===== src/rtl/arb_pkg.sv =====
// Shared definitions for the round-robin lock arbiter.
//   arb_state_t    : FSM encoding (idle / owner holding the grant)
//   DEF_NUM_REQ    : default requester count
//   DEF_MAX_HOLD   : default hold limit in cycles (0 = unlimited)
//   onehot_to_idx  : index of the set bit of a one-hot vector (up to 16 bits)
package arb_pkg;

  typedef enum logic {
    ARB_IDLE = 1'b0,
    ARB_BUSY = 1'b1
  } arb_state_t;

  localparam int DEF_NUM_REQ  = 4;
  localparam int DEF_MAX_HOLD = 16;

  // Zero input yields index 0. Callers only use the result when a bit is set.
  function automatic logic [3:0] onehot_to_idx(input logic [15:0] onehot);
    logic [3:0] idx;
    idx = '0;
    for (int i = 0; i < 16; i++) begin
      if (onehot[i]) idx = idx | 4'(i);
    end
    return idx;
  endfunction

endpackage


===== src/rtl/rr_pick.sv =====
// Combinational round-robin picker.
//   request     : per-requester request levels
//   last_winner : index of the previous winner; search starts one above it
//   pick_onehot : one-hot winner (zero when no request)
//   pick_idx    : index of the winner
//   pick_valid  : at least one request present
module rr_pick
  import arb_pkg::*;
#(
  parameter int NUM_REQ = DEF_NUM_REQ,
  parameter int ID_W    = $clog2(NUM_REQ)
) (
  input  logic [NUM_REQ-1:0] request,
  input  logic [ID_W-1:0]    last_winner,
  output logic [NUM_REQ-1:0] pick_onehot,
  output logic [ID_W-1:0]    pick_idx,
  output logic               pick_valid
);

  logic [2*NUM_REQ-1:0] rot_dbl;
  logic [2*NUM_REQ-1:0] back_dbl;
  logic [NUM_REQ-1:0]   rot_req;
  logic [NUM_REQ-1:0]   rot_onehot;
  logic [15:0]          onehot_16;
  logic [3:0]           idx_16;
  int unsigned          shift;

  // Rotate so that last_winner+1 lands at bit 0, take the lowest set bit,
  // then rotate back. Doubling the vector gives a rotate for any NUM_REQ,
  // not just powers of two.
  always_comb begin
    shift      = (32'(last_winner) + 32'd1) % 32'(NUM_REQ);
    rot_dbl    = {request, request} >> shift;
    rot_req    = rot_dbl[NUM_REQ-1:0];
    rot_onehot = rot_req & (~rot_req + 1'b1);
    back_dbl   = {rot_onehot, rot_onehot} << shift;
    pick_onehot = back_dbl[2*NUM_REQ-1:NUM_REQ];
    onehot_16  = '0;
    onehot_16[NUM_REQ-1:0] = pick_onehot;
    idx_16     = onehot_to_idx(onehot_16);
    pick_idx   = idx_16[ID_W-1:0];
    pick_valid = |request;
  end

endmodule


===== src/rtl/rr_lock_arbiter.sv =====
// N-way round-robin arbiter with grant locking and a hold limit.
//   clk         : rising-edge clock
//   reset       : asynchronous active-low reset
//   request     : per-requester request levels
//   done        : per-requester end-of-transaction pulse (owner's bit only)
//   grant       : registered one-hot grant, zero when idle
//   grant_valid : registered OR of grant
//   grant_id    : owner index; keeps the last owner while idle
//   timeout     : one-cycle pulse after a forced release at MAX_HOLD
// A release always inserts one dead cycle before the next owner is chosen.
module rr_lock_arbiter
  import arb_pkg::*;
#(
  parameter int NUM_REQ  = DEF_NUM_REQ,
  parameter int MAX_HOLD = DEF_MAX_HOLD,
  parameter int ID_W     = $clog2(NUM_REQ),
  parameter int CNT_W    = $clog2(MAX_HOLD + 1)
) (
  input  logic               clk,
  input  logic               reset,
  input  logic [NUM_REQ-1:0] request,
  input  logic [NUM_REQ-1:0] done,
  output logic [NUM_REQ-1:0] grant,
  output logic               grant_valid,
  output logic [ID_W-1:0]    grant_id,
  output logic               timeout
);

  // With MAX_HOLD=0 the counter is unused but still needs one bit.
  localparam int CNT_WI = (CNT_W < 1) ? 1 : CNT_W;
  localparam logic [CNT_WI-1:0] HOLD_LAST =
    CNT_WI'((MAX_HOLD == 0) ? 0 : MAX_HOLD - 1);

  arb_state_t          state, state_n;
  logic [NUM_REQ-1:0]  grant_n;
  logic                grant_valid_n;
  logic [ID_W-1:0]     grant_id_n;
  logic                timeout_n;
  logic [ID_W-1:0]     last_winner, last_winner_n;
  logic [CNT_WI-1:0]   hold_cnt, hold_cnt_n;

  logic [NUM_REQ-1:0]  pick_onehot;
  logic [ID_W-1:0]     pick_idx;
  logic                pick_valid;

  rr_pick #(
    .NUM_REQ (NUM_REQ),
    .ID_W    (ID_W)
  ) u_pick (
    .request     (request),
    .last_winner (last_winner),
    .pick_onehot (pick_onehot),
    .pick_idx    (pick_idx),
    .pick_valid  (pick_valid)
  );

  always_comb begin
    // NOTE: every signal written here gets a default first, so no path can
    // leave it unassigned and infer a latch.
    state_n       = state;
    grant_n       = grant;
    grant_id_n    = grant_id;
    last_winner_n = last_winner;
    hold_cnt_n    = hold_cnt;
    timeout_n     = 1'b0;

    unique case (state)
      ARB_IDLE: begin
        grant_n = '0;
        if (pick_valid) begin
          grant_n       = pick_onehot;
          grant_id_n    = pick_idx;
          last_winner_n = pick_idx;
          hold_cnt_n    = '0;
          state_n       = ARB_BUSY;
        end
      end
      ARB_BUSY: begin
        // A normal release wins over the hold limit, so done on the last
        // allowed cycle does not raise timeout.
        if (done[grant_id] || !request[grant_id]) begin
          grant_n = '0;
          state_n = ARB_IDLE;
        end else if (MAX_HOLD != 0 && hold_cnt == HOLD_LAST) begin
          grant_n   = '0;
          timeout_n = 1'b1;
          state_n   = ARB_IDLE;
        end else begin
          hold_cnt_n = hold_cnt + 1'b1;
        end
      end
      default: state_n = ARB_IDLE;
    endcase

    grant_valid_n = |grant_n;
  end

  // NOTE: state registers use non-blocking assignments so every register
  // samples the values from before the edge, independent of statement order.
  always_ff @(posedge clk or negedge reset) begin
    if (!reset) begin
      state       <= ARB_IDLE;
      grant       <= '0;
      grant_valid <= 1'b0;
      grant_id    <= '0;
      timeout     <= 1'b0;
      last_winner <= ID_W'(NUM_REQ - 1);
      hold_cnt    <= '0;
    end else begin
      state       <= state_n;
      grant       <= grant_n;
      grant_valid <= grant_valid_n;
      grant_id    <= grant_id_n;
      timeout     <= timeout_n;
      last_winner <= last_winner_n;
      hold_cnt    <= hold_cnt_n;
    end
  end

  a_grant_onehot : assert property (@(posedge clk) disable iff (!reset)
    $onehot0(grant) && (grant_valid == |grant));

endmodule


===== config.mk =====
export PLATFORM = sky130hd
export DESIGN_NAME = rr_lock_arbiter
export DESIGN_NICKNAME = d
export VERILOG_FILES = /design/src/rtl/arb_pkg.sv /design/src/rtl/rr_pick.sv /design/src/rtl/rr_lock_arbiter.sv
export SDC_FILE = /design/constraint.sdc
export NUM_CORES = 1
export LEC_CHECK = 0
export CAP_MARGIN = 20
export CORE_MARGIN = 1
export CORE_UTILIZATION = 54
export CTS_CLUSTER_DIAMETER = 150
export CTS_CLUSTER_SIZE = 16
export DETAILED_ROUTE_END_ITERATION = 6
export GPL_TIMING_DRIVEN = 1
export PLACE_DENSITY = 0.83
export SYNTH_ARGS = -nofsm -noshare
export SYNTH_HDL_FRONTEND = slang
export SYNTH_HIERARCHICAL = 1
export SYNTH_SLANG_ARGS = --single-unit

===== constraint.sdc =====
create_clock -name clk -period 3.3 [get_ports clk]
set_input_delay 0.495 -clock clk [delete_from_list [all_inputs] [get_ports clk]]
set_output_delay 0.495 -clock clk [all_outputs]
set_load 0.01 [all_outputs]

* Yosys cells after proc, flatten, opt, wreduce, memory -nomap -nowiden
Index checks and enable logic that the tools add are counted.
Widths: inputs -> output; s select.
** Cells by class
- $add $sub $neg :: 3
- Multiply operators :: 0
- Div/mod/pow operators :: 0
- $lt $le $gt $ge :: 1
- Eq/ne operators :: 4
- Shift-type cells :: 2
- Muxes and demuxes :: 22
- Bitwise gates (word level) :: 3
- Reductions and logical operators :: 6
** Operator list (number)
- $mux 5 :: 3
- $mux 4 :: 3
- $pmux 5 s2 :: 1
- $mux 1 :: 9
- $pmux 4 s2 :: 1
- $reduce_or 4->1 :: 2
- $shl 8x2->8 :: 1
- $shr 8x2->4 :: 1
- $ne 2x2->1 const B :: 3
- $add 5x1->5 const B :: 1
- $eq 5x4->1 const B :: 1
- $add 4x1->4 const B :: 1
- $and 4x4->4 :: 1
- $bmux 1 s2 :: 2
- $mux 2 :: 2
- $not 4->4 :: 1
- $lt 2x3->1 const B :: 1
- $reduce_and 3->1 :: 1
- $add 2x1->2 const B :: 1
- $pmux 1 s2 :: 1
- $reduce_and 2->1 :: 1
- $logic_not 1->1 :: 1
- $logic_or 1x1->1 :: 1
- $not 1->1 :: 1
** Word-level totals
- Flip-flop bits (word level) :: 16
- Latch bits :: 0
- RAM bits :: 0
- ROM bits :: 0
- Bits of input ports :: 10
- Output and inout port bits :: 8
- Logic and storage cells :: 48
- Memories :: 0

* Logic depth before layout (Yosys ltp)
- Depth in word-level cells :: 9
- Depth in mapped cells :: 6
- Mapped depth without buffers :: 6

* By module
Netlist, hierarchy kept.
** By module, submodules not included
- rr_lock_arbiter :: instances 1, cells an instance 72, area each 773.2 um^2, seq. area each 402.9 um^2
- rr_pick :: instances 1, cells an instance 24, area each 155.1 um^2, seq. area each 0.0 um^2

* Worst setup path after synthesis
OpenSTA, ideal clock, no wires.
- Kind :: input port to flip-flop
- Start :: input request[3]
- End :: register grant_valid
- Setup time :: 0.137 ns
- Arrival time :: 1.479 ns
- Data required time :: 3.163 ns
- Slack :: 1.684 ns
- Stages :: 4
- Path buffers :: 0
- Cells stage by stage :: nor2b_1 > mux4_2 > a32oi_2 > o221ai_2
** Between the ends
- Longest elaborated chain between the ends :: 8
- Elaborated cells between the ends (all ways) :: 14
- Classes of those cells :: add/sub (1); shift (2); mux (5); bitwise (2); reduce/logical (4)
** RTL lines
- start: declaration :: RTL line rr_lock_arbiter.sv:21 : input logic [NUM_REQ-1:0] request,
- $shr 8x2->4 :: RTL line rr_pick.sv:33 : rot_dbl = {request, request} >> shift;
- $not 4->4 :: RTL line rr_pick.sv:35 : rot_onehot = rot_req & (~rot_req + 1'b1);
- $add 4x1->4 :: RTL line rr_pick.sv:35
- $and 4x4->4 :: RTL line rr_pick.sv:35
- $shl 8x2->8 :: RTL line rr_pick.sv:36 : back_dbl = {rot_onehot, rot_onehot} << shift;
- $mux 4 :: RTL line rr_lock_arbiter.sv:70 : if (pick_valid) begin
- $pmux 4 s2 * :: RTL line rr_lock_arbiter.sv:67 : unique case (state)
- $reduce_or 4->1 * :: RTL line rr_lock_arbiter.sv:95 : grant_valid_n = |grant_n;
- named net grant_valid_n :: RTL line rr_lock_arbiter.sv:36 : logic grant_valid_n;
- end signal: assignment :: RTL line rr_lock_arbiter.sv:112 : grant_valid <= grant_valid_n;
- end: declaration :: RTL line rr_lock_arbiter.sv:24 : output logic grant_valid,
Mark *: on every way through the listed nets, which the timed path passes. The rest lies on a longest branch. The select of a mux whose other input is x is not followed.
A chain may end at the register's enable or synchronous reset.

* Final worst setup path
Same ends and word-level chain as after synthesis.

==> results.sh <==
export IMPL_status="finished, violations left"
export IMPL_failed_checks="DRC"
export IMPL_clockBufferDepth=2
export IMPL_track_usage_pct=22.9
export IMPL_synth_top_area_share_pct=37.7
export IMPL_hp_class="flop to flop"
export IMPL_ys_warn_count=6
export IMPL_grt_busiest_layer="met2"
export IMPL_syn_nets=109
export IMPL_cts_hold_buf=0
export IMPL_io_buffers=17
export IMPL_clk_insertion_delay_late_ps=290
export IMPL_crit_cells=5
export IMPL_cts_tree="yes"
export IMPL_pre_cts_ws_ps=1040
export IMPL_ys_top_cells_by_area="dfrtp_1 (38%), nand2_1 (8.1%), dfstp_2 (5.7%)"
export IMPL_rrSetupSlack_ps=1700
export IMPL_antenna_found_initial=0
export IMPL_tns_ps=0
export IMPL_die_width_um=43.5
export IMPL_avgSynthCellArea_um2=9.67
export IMPL_cp_endpoint="grant_valid"
export IMPL_grt_pass1_wl_mm=3.19
export IMPL_routed_via_density=5.79
export IMPL_fmaxAchievable_mhz=510
export IMPL_fin_crit_sh_pct=59.4
export IMPL_setup_ws_ps=1340
export IMPL_cts_root_buf="clkbuf_4"
export IMPL_fp_dieH_um=43.5
export IMPL_ys_seq_elements=16
export IMPL_syn_inst=96
export IMPL_synth_top_flop_cell="dfrtp_1"
export IMPL_yosys_cell_types_count=32
export IMPL_dpl_cell_count=127
export IMPL_num_fill_cells=105
export IMPL_startpoint_type="primary input"
export IMPL_cts_resized=0
export IMPL_synth_most_common_cell="nand2_1"
export IMPL_max_stage_delay_ps=540
export IMPL_drt_iter0_drc=53
export IMPL_final_setup_viol_count=0
export IMPL_min_period_ps=1960
export IMPL_syn2layout_area_growth_pct=23.5
export IMPL_synthArstFlopShare_pct=100
export IMPL_met3_usage_pct=2.50
export IMPL_r2r_start="hold_cnt[0]"
export IMPL_cts_clk_slew_worst_paths_ps=110
export IMPL_cts_max_level=1
export IMPL_r2r_cells=6
export IMPL_io_pins=18
export IMPL_grt_ovfl_total=0
export IMPL_post_cts_buffers=0
export IMPL_static_leakage_power_nw=0.551
export IMPL_synth_commonest_cells="nand2_1 (20), dfrtp_1 (14), inv_1 (8)"
export IMPL_cts_made_buffers=3
export IMPL_cp_buffers_inverters=1
export IMPL_slowest_stage="mux4_2"
export IMPL_yosysTopAreaCell="dfrtp_1"
export IMPL_worst_slew_pin_slew_ps=705
export IMPL_grt_max_degree=17
export IMPL_dieArea_um2=1890
export IMPL_seq_area_frac_synth_pct=43.4
export IMPL_power_density_nw_per_um2=735
export IMPL_grtUsageMet2_pct=37.6
export IMPL_vias=758
export IMPL_ant_nets=0
export IMPL_cts_sinks=16
export IMPL_drv_cap=0
export IMPL_hold_viol_final=0
export IMPL_routedWlPerCell_um=14.5
export IMPL_first_global_vias=718
export IMPL_drv_slew=0
export IMPL_cp_max_fo=8
export IMPL_drc=4
export IMPL_worstPathCellList="clkdlybuf4s50_1 > nor2b_1 > mux4_2 > a32oi_2 > o221ai_2"
export IMPL_fin_nets=129
export IMPL_drive_above_1_share_pct=12.2
export IMPL_critical_path_class="primary input to flop"
export IMPL_dp_hpwl_mm=1.43
export IMPL_crit_path_start="request[3]"
export IMPL_crit_family="multiplexers"
export IMPL_arrival_ps=2130
export IMPL_ir_drop_v=0.000466
export IMPL_relSlewSlack_pct=52.8
export IMPL_fin_worst_skew_ps=10.3
export IMPL_required_ps=3470
export IMPL_synthesis_area_um2=928
export IMPL_drt_total_wl_mm=1.90
export IMPL_gp_congestion=0.999
export IMPL_antenna_cells=0
export IMPL_rows=14
export IMPL_firstDrtPassIters=6
export IMPL_rr_endpoint="grant_valid"
export IMPL_grt_util_met1_pct=30.5
export IMPL_initial_utilization_pct=59.6
export IMPL_end_kind="flop"
export IMPL_core_area_um2=1560
export IMPL_grt_setup_unrepaired="false"
export IMPL_synth_edff_count=0
export IMPL_final_cells=131
-- per-layer routing --
| metal | vias up | part of all wire [%] |
|---|---|---|
| met3 | 4 | 5.8 |
| li1 | 372 | - |
| met1 | 350 | 45 |
| met4 | 0 | 0.74 |
| met2 | 32 | 49 |
| met5 | - | 0 |
-- worst min-delay path by stage --
stage | start | to | slack (ps) | cells past startpoint
floorplan | reset | grant[0] | 200 | 0
global placement | hold_cnt[2] | hold_cnt[2] | 480 | 1
detailed placement | last_winner[1] | last_winner[1] | 510 | 2
CTS | last_winner[1] | last_winner[1] | 530 | 2
global route | last_winner[0] | last_winner[0] | 560 | 2
finish | hold_cnt[0] | hold_cnt[0] | 520 | 1
-- per-stage QoR --
stage          hold slack (ps)  total power [W]  util (%)  cell area, µm²
3_3_place_gp               476         0.000701      71.2            1110
4_1_cts                    529         0.000848      73.5            1150
6_report                   521         0.000842      73.5            1150
5_1_grt                    558         0.000899      73.5            1150
2_1_floorplan              199         0.000578         -             928
3_5_place_dp               513         0.000714      71.2            1110
-- registers in the layout, indices dropped and copies added, names as in the netlist --
register,flops
last_winner,2
grant_id,2
hold_cnt,5
state,1
grant,4
timeout,1
grant_valid,1
-- placed cells by master (no fill, tap or decap), drive strengths merged, types with 2 or more instances in the layout --
master	synthesis	final
nand2	20	20
o21ai	4	4
nor2b	7	7
and3	3	3
a21oi	3	3
nor3	3	3
clkdlybuf4s50	0	17
dfrtp	14	14
ha	3	3
inv	8	8
dfstp	2	2
o221a	2	2
nand2b	3	3
nor2	4	4
clkbuf	2	4
mux2i	5	5
-- layout make-up --
type | instances | area, µm² | area share, %
sequential | 16 | 403 | 35.2
clock buffer | 4 | 36.3 | 3.17
tap | 16 | 20.0 | 1.75
timing repair buffer | 17 | 170 | 14.8
multi-input combinational | 70 | 487 | 42.5
inverter | 8 | 30.0 | 2.62
-- kinds of logic (layout without fill, tap and decap cells) --
kind of cell / after synthesis / after routing / share of synthesized area [%]
compound gates: 16 / 16 / 14.2
xor+xnor: 1 / 1 / 0.944
fa+ha+maj: 3 / 3 / 4.04
buf+inv: 10 / 29 / 4.18
flops: 16 / 16 / 43.4
mux: 6 / 6 / 7.82
simple gates: 44 / 44 / 25.5
-- power breakdown --
part           total [W]  internal [W]  switching (W)  leakage (nW)
Clock           0.000134     0.0000671      0.0000666        0.0210
Combinational   0.000364      0.000179       0.000185         0.324
Sequential      0.000344      0.000269      0.0000749         0.206
Total           0.000842      0.000516       0.000327         0.551
Note: power is estimated with default switching activity, not from simulation.
